==> config.mk <==
export PLATFORM = sky130hd
export DESIGN_NAME = acc_sequencer_flat
export DESIGN_NICKNAME = d
export VERILOG_FILES = /design/src/rtl/acc_seq_pkg.sv /design/src/rtl/acc_sequencer_if.sv /design/src/rtl/acc_sequencer.sv /design/src/flat_wrapper.sv
export SDC_FILE = /design/constraint.sdc
export NUM_CORES = 1
export LEC_CHECK = 0
export CORE_ASPECT_RATIO = 0.75
export CORE_MARGIN = 3
export CORE_UTILIZATION = 52
export CTS_BUF_LIST = sky130_fd_sc_hd__clkbuf_2 sky130_fd_sc_hd__clkbuf_4 sky130_fd_sc_hd__clkbuf_8
export DETAILED_ROUTE_END_ITERATION = 16
export GPL_ROUTABILITY_DRIVEN = 0
export PLACE_DENSITY = 0.86
export SYNTH_ARGS = -nofsm -noshare
export SYNTH_HDL_FRONTEND = slang
export SYNTH_SLANG_ARGS = --single-unit
==> constraint.sdc <==
create_clock -name clk -period 9 [get_ports clk]
set_clock_uncertainty 0.05 [all_clocks]
set_input_delay 2.7 -clock clk [delete_from_list [all_inputs] [get_ports clk]]
set_output_delay 2.7 -clock clk [all_outputs]
set_load 0.005 [all_outputs]
==> src/rtl/acc_seq_pkg.sv <==
// Shared opcodes, ALU select codes and sequencer state encoding for acc_sequencer.
package acc_seq_pkg;

    typedef logic [2:0] op_t;
    typedef logic [1:0] sel_t;

    localparam op_t OP_NOP   = 3'd0;
    localparam op_t OP_CLR   = 3'd1;
    localparam op_t OP_LOAD  = 3'd2;
    localparam op_t OP_ADD   = 3'd3;
    localparam op_t OP_ADDC  = 3'd4;
    localparam op_t OP_NOT   = 3'd5;
    localparam op_t OP_AND   = 3'd6;
    localparam op_t OP_STORE = 3'd7;

    localparam sel_t SEL_CLR = 2'd0;
    localparam sel_t SEL_ADD = 2'd1;
    localparam sel_t SEL_NOT = 2'd2;
    localparam sel_t SEL_AND = 2'd3;

    typedef enum logic [1:0] {
        ST_IDLE = 2'd0,
        ST_EXEC = 2'd1,
        ST_WB   = 2'd2,
        ST_OUT  = 2'd3
    } state_t;

    function automatic logic is_alu_op(input op_t op);
        return (op == OP_CLR) || (op == OP_ADD) || (op == OP_ADDC) ||
               (op == OP_NOT) || (op == OP_AND);
    endfunction

    function automatic sel_t op_to_sel(input op_t op);
        case (op)
            OP_ADD, OP_ADDC: return SEL_ADD;
            OP_NOT:          return SEL_NOT;
            OP_AND:          return SEL_AND;
            default:         return SEL_CLR;
        endcase
    endfunction

endpackage

==> src/rtl/acc_sequencer_if.sv <==
// Command and result handshake bundle between a command source and acc_sequencer.
interface acc_sequencer_if
    import acc_seq_pkg::*;
#(
    parameter int unsigned DATA_W = 32
);
    logic              cmd_valid;
    logic              cmd_ready;
    op_t               cmd_op;
    logic [DATA_W-1:0] cmd_operand;
    logic              res_valid;
    logic              res_ready;
    logic [DATA_W-1:0] res_data;

    modport master (
        output cmd_valid, cmd_op, cmd_operand, res_ready,
        input  cmd_ready, res_valid, res_data
    );

    modport slave (
        input  cmd_valid, cmd_op, cmd_operand, res_ready,
        output cmd_ready, res_valid, res_data
    );
endinterface

==> src/rtl/acc_sequencer.sv <==
// Accumulator command sequencer: drives the registered ALU, writes back acc/carry,
// and returns STORE results over the result handshake.
module acc_sequencer
    import acc_seq_pkg::*;
#(
    parameter int unsigned DATA_W = 32
) (
    input  logic              clk,
    input  logic              rst,
    acc_sequencer_if.slave    bus,
    output logic [DATA_W-1:0] alu_acc,
    output logic [DATA_W-1:0] alu_din,
    output logic              alu_cin,
    output sel_t              alu_sel,
    input  logic [DATA_W-1:0] alu_out,
    output logic [DATA_W-1:0] acc_q,
    output logic              carry_q,
    output logic              busy
);

    state_t          state, state_nxt;
    logic            accept;
    logic            local_carry;
    logic [DATA_W:0] sum_ext;

    // Carry is rebuilt from the latched operands; the ALU's own carry is not trusted.
    assign sum_ext     = {1'b0, alu_acc} + {1'b0, alu_din} + {{DATA_W{1'b0}}, alu_cin};
    assign local_carry = (sum_ext >> DATA_W) != '0;

    always_ff @(posedge clk or posedge rst) begin
        if (rst) state <= ST_IDLE;
        else     state <= state_nxt;
    end

    always_comb begin
        state_nxt     = state;
        bus.cmd_ready = 1'b0;
        busy          = 1'b1;
        accept        = 1'b0;
        case (state)
            ST_IDLE: begin
                bus.cmd_ready = 1'b1;
                busy          = 1'b0;
                accept        = bus.cmd_valid;
                if (accept) begin
                    if (is_alu_op(bus.cmd_op))       state_nxt = ST_EXEC;
                    else if (bus.cmd_op == OP_STORE) state_nxt = ST_OUT;
                end
            end
            ST_EXEC: state_nxt = ST_WB;
            ST_WB:   state_nxt = ST_IDLE;
            ST_OUT:  if (bus.res_valid && bus.res_ready) state_nxt = ST_IDLE;
            default: state_nxt = ST_IDLE;
        endcase
    end

    always_ff @(posedge clk or posedge rst) begin
        if (rst) begin
            acc_q         <= '0;
            carry_q       <= 1'b0;
            alu_acc       <= '0;
            alu_din       <= '0;
            alu_cin       <= 1'b0;
            alu_sel       <= SEL_CLR;
            bus.res_valid <= 1'b0;
            bus.res_data  <= '0;
        end else begin
            case (state)
                ST_IDLE: begin
                    if (accept) begin
                        if (bus.cmd_op == OP_LOAD) begin
                            acc_q <= bus.cmd_operand;
                        end else if (bus.cmd_op == OP_STORE) begin
                            bus.res_data  <= acc_q;
                            bus.res_valid <= 1'b1;
                        end else if (is_alu_op(bus.cmd_op)) begin
                            alu_acc <= acc_q;
                            alu_din <= bus.cmd_operand;
                            alu_sel <= op_to_sel(bus.cmd_op);
                            alu_cin <= (bus.cmd_op == OP_ADDC) ? carry_q : 1'b0;
                        end
                    end
                end
                // alu_sel is held through WB, so it identifies the op being retired.
                ST_WB: begin
                    acc_q   <= alu_out;
                    carry_q <= (alu_sel == SEL_ADD) ? local_carry : 1'b0;
                end
                ST_OUT: begin
                    if (bus.res_ready) bus.res_valid <= 1'b0;
                end
                default: ;
            endcase
        end
    end

endmodule

==> src/flat_wrapper.sv <==
// flat-port wrapper written by rule: the top's interface ports become plain ports
module acc_sequencer_flat import acc_seq_pkg::*;
#(
    parameter int unsigned DATA_W = 32
)
  (clk, rst, alu_acc, alu_din, alu_cin, alu_sel, alu_out, acc_q, carry_q, busy, bus_cmd_valid, bus_cmd_op, bus_cmd_operand, bus_res_ready, bus_cmd_ready, bus_res_valid, bus_res_data);
  acc_sequencer_if #(.DATA_W(DATA_W)) bus_i ();
  input  logic clk;
  input  logic rst;
  output logic [DATA_W-1:0] alu_acc;
  output logic [DATA_W-1:0] alu_din;
  output logic alu_cin;
  output sel_t alu_sel;
  input  logic [DATA_W-1:0] alu_out;
  output logic [DATA_W-1:0] acc_q;
  output logic carry_q;
  output logic busy;
  input wire logic [$bits(bus_i.cmd_valid)-1:0] bus_cmd_valid;
  input wire logic [$bits(bus_i.cmd_op)-1:0] bus_cmd_op;
  input wire logic [$bits(bus_i.cmd_operand)-1:0] bus_cmd_operand;
  input wire logic [$bits(bus_i.res_ready)-1:0] bus_res_ready;
  output wire logic [$bits(bus_i.cmd_ready)-1:0] bus_cmd_ready;
  output wire logic [$bits(bus_i.res_valid)-1:0] bus_res_valid;
  output wire logic [$bits(bus_i.res_data)-1:0] bus_res_data;
  assign bus_i.cmd_valid = bus_cmd_valid;
  assign bus_i.cmd_op = bus_cmd_op;
  assign bus_i.cmd_operand = bus_cmd_operand;
  assign bus_i.res_ready = bus_res_ready;
  assign bus_cmd_ready = bus_i.cmd_ready;
  assign bus_res_valid = bus_i.res_valid;
  assign bus_res_data = bus_i.res_data;
  acc_sequencer #(.DATA_W(DATA_W)) u_core (.clk(clk), .rst(rst), .bus(bus_i), .alu_acc(alu_acc), .alu_din(alu_din), .alu_cin(alu_cin), .alu_sel(alu_sel), .alu_out(alu_out), .acc_q(acc_q), .carry_q(carry_q), .busy(busy));
endmodule
==> out/results.txt <==
TritonCTS clock tree - built
First-pass GRT wire length - 26000 µm
Multiplexer share of the synthesized area - 25.6%
Setup repair bufs after CTS - 0
Pins Over Slew Limit - 0
Post-synthesis cell type count - 41
Post-route setup TNS - 0 ps
Synth area leader - dfrtp_1
Root Buffer Master - clkbuf_8
Crit. End Element - flop
Antenna Cells - 0
Adder-cell area share of the yosys netlist - 6.27%
Mapped Nets - 566
M1 GR Usage - 31.4%
Placed insts - 814
Period utilization - 51.7%
Drt total wl - 16400 µm
Die X - 134 µm
Htree depth - 4
Die Height - 102 µm
Post-synthesis compound-gate area fraction - 6.21%
Post-Synth XOR/XNOR Area - 0%
Post-cts sizing count - 0
Synth Flop Type - dfrtp_1
Unrepaired setup endpoints after global routing - no
Fin crit period - 4650 ps
Startpoint Class - input port
Outcome - complete, no violations
Layout cell share with drive strength beyond 1 - 20.8%
Hold Fails Final Rpt - 0
Die area - 0.0137 mm²
Post-CTS Hold Buffers - 0
Async SR Flop Fraction - 100%
Synth Register Bits - 135
# port buffers - 205
Drt first pass iters - 4
Layout Cells excl Fill - 846
Register area share after synthesis - 52.9%
Fmax - 215 MHz
CP required - 9260 ps
CP arrival - 4910 ps
Gr busiest metal - met2
Area growth, synth to finish - 40.1%
Clk_lat worst skew - 430 ps
Mapped Cells - 463
Vias in the first global route - 4889
Core Box Area - 0.0118 mm²
GRT met3 Usage - 8.81%
Via count - 4545
Syn_area_per_cell - 13.8 µm²
DR iter-0 viols - 248
Rows - 34
Largest net degree at the start of global routing - 73
Max-cap violation count - 0
Count leader, synth - dfrtp_1
Top post-synthesis cells by area - dfrtp_1 (53%), mux2_4 (14%), mux2_2 (6.3%)
Pwr Total - 3.03 mW
Slew @ Worst Pin - 1110 ps
Initial antenna violation count - 0
DP HPWL - 11800 µm
Largest family of logic cells by synthesized area - multiplexers
CTS max path bufs - 2
Cell Area, Synth - 0.00639 mm²
Wirelength per Cell - 19.4 µm
Post-synth top area share - 52.9%
Tot GR Track Use - 24.6%
Final net count - 774
CTS buffer count - 17
Number of enable flip-flop cells after synthesis - 0
Initial Util - 54.2%
Max_slew headroom - 25.6%
ANT nets after route - 0
Io pins - 206
Synth cell count leaders - dfrtp_1 (135), mux2_4 (60), nand2_1 (42)
Warnings from Yosys - 0
Maximum vdd drop - 0.239 mV
Leakage - 4.07 nW
Clock Sinks - 135
Simple-gate share of the synthesized area - 6.01%
WS Path Type - in -> reg
Vias per cell - 5.37
Met2 Use GR - 40.2%
Total gr overflow - 0
P per Cell Area - 338 mW/mm²
Final setup viols - 0
Clk pin slew, worst setup/hold paths - 70 ps
Worst min path class - reg -> reg
Detailed-route DRC error count - 0
Max Fanout on Critical Path - 32
## sequential cells by signal, summed over array words and instances, names as in the netlist
register,count
u_core.bus.res_valid,1
u_core.alu_din,32
u_core.alu_sel,2
u_core.alu_acc,32
u_core.alu_cin,1
u_core.carry_q,1
u_core.acc_q,32
u_core.bus.res_data,32
u_core.state,2
## final timing paths
path,startpoint,end,slack [ps],cells past startpoint
worst max-delay path,bus_cmd_op[2],u_core.bus.res_data[3]$_DFFE_PP0P_,4350,4
worst min-delay path,u_core.bus.res_data[30]$_DFFE_PP0P_,u_core.bus.res_data[30]$_DFFE_PP0P_,460,1
worst max register to register,u_core.state[1]$_DFFE_PP0P_,u_core.bus.res_data[3]$_DFFE_PP0P_,6680,4
worst min register to register,u_core.bus.res_data[30]$_DFFE_PP0P_,u_core.bus.res_data[30]$_DFFE_PP0P_,460,1
max in group asynchronous,rst,u_core.acc_q[26]$_DFFE_PP0P_,4760,3
min in group asynchronous,rst,u_core.acc_q[23]$_DFFE_PP0P_,2740,2
## stage by stage
stage                     util (%)  hold WS (ps)  worst slack [ps]  cell area, µm²
after detailed placement      72.3           445              3930            8520
final                         76.0           456              4350            8950
after global placement        72.3           443              4070            8520
after floorplan                  -           455              2640            6390
after CTS                     76.0           462              4390            8950
after global routing          76.0           473              4290            8950
## placed cells by master (no fill, tap or decap), types with 3 or more instances in the layout
cell | Yosys | final
buf_4 | 6 | 3
o21ai_0 | 31 | 31
o22ai_1 | 3 | 3
a21oi_1 | 14 | 14
nor2_1 | 3 | 3
clkbuf_8 | 0 | 17
and4_1 | 3 | 3
o21ai_1 | 4 | 4
clkdlybuf4s50_1 | 0 | 205
a211oi_1 | 3 | 3
mux2_4 | 60 | 60
mux2i_1 | 33 | 33
ha_1 | 32 | 32
clkinv_2 | 0 | 3
mux2_2 | 36 | 36
clkbuf_4 | 0 | 3
nand3_1 | 6 | 6
bufinv_16 | 0 | 4
clkinv_4 | 0 | 4
nand4_1 | 4 | 4
inv_1 | 6 | 5
dfrtp_1 | 135 | 135
nand2_1 | 42 | 42
a21o_1 | 4 | 4
## logic make-up (layout without fill, tap and decap cells)
kind of cell    count (synthesis)  after routing
flops                         135            135
fa+ha+maj                      32             32
simple gates                   73             73
buf+inv                        25            246
compound gates                 69             69
mux                           129            129
## critical path, stage by stage
cell             delay, ps
clkdlybuf4s50_1        630
nand4_1                240
nor2_4                 900
mux2_2                 430
## metal layers
layer	vias up	wire (µm)
li1	2106	-
met1	2264	7160
met2	155	7930
met3	20	1100
met4	0	221
met5	-	0
## final cells by class
| class | instances | area [µm²] |
|---|---|---|
| Sequential cell | 135 | 3380 |
| Clock inverter | 12 | 178 |
| Timing Repair Buffer | 208 | 2070 |
| Tap cell | 162 | 203 |
| Multi-Input combinational cell | 303 | 2840 |
| Inverter | 6 | 25.0 |
| Clock buffer | 20 | 256 |
| Fill cell | 750 | 2830 |
## report_power, final
part | leakage, nW | internal [mW] | switching [mW]
Sequential | 1.66 | 0.883 | 0.275
Combinational | 2.20 | 0.875 | 0.452
Clock | 0.221 | 0.311 | 0.233
Total | 4.07 | 2.07 | 0.959
Note: power is estimated with default switching activity, not from simulation.
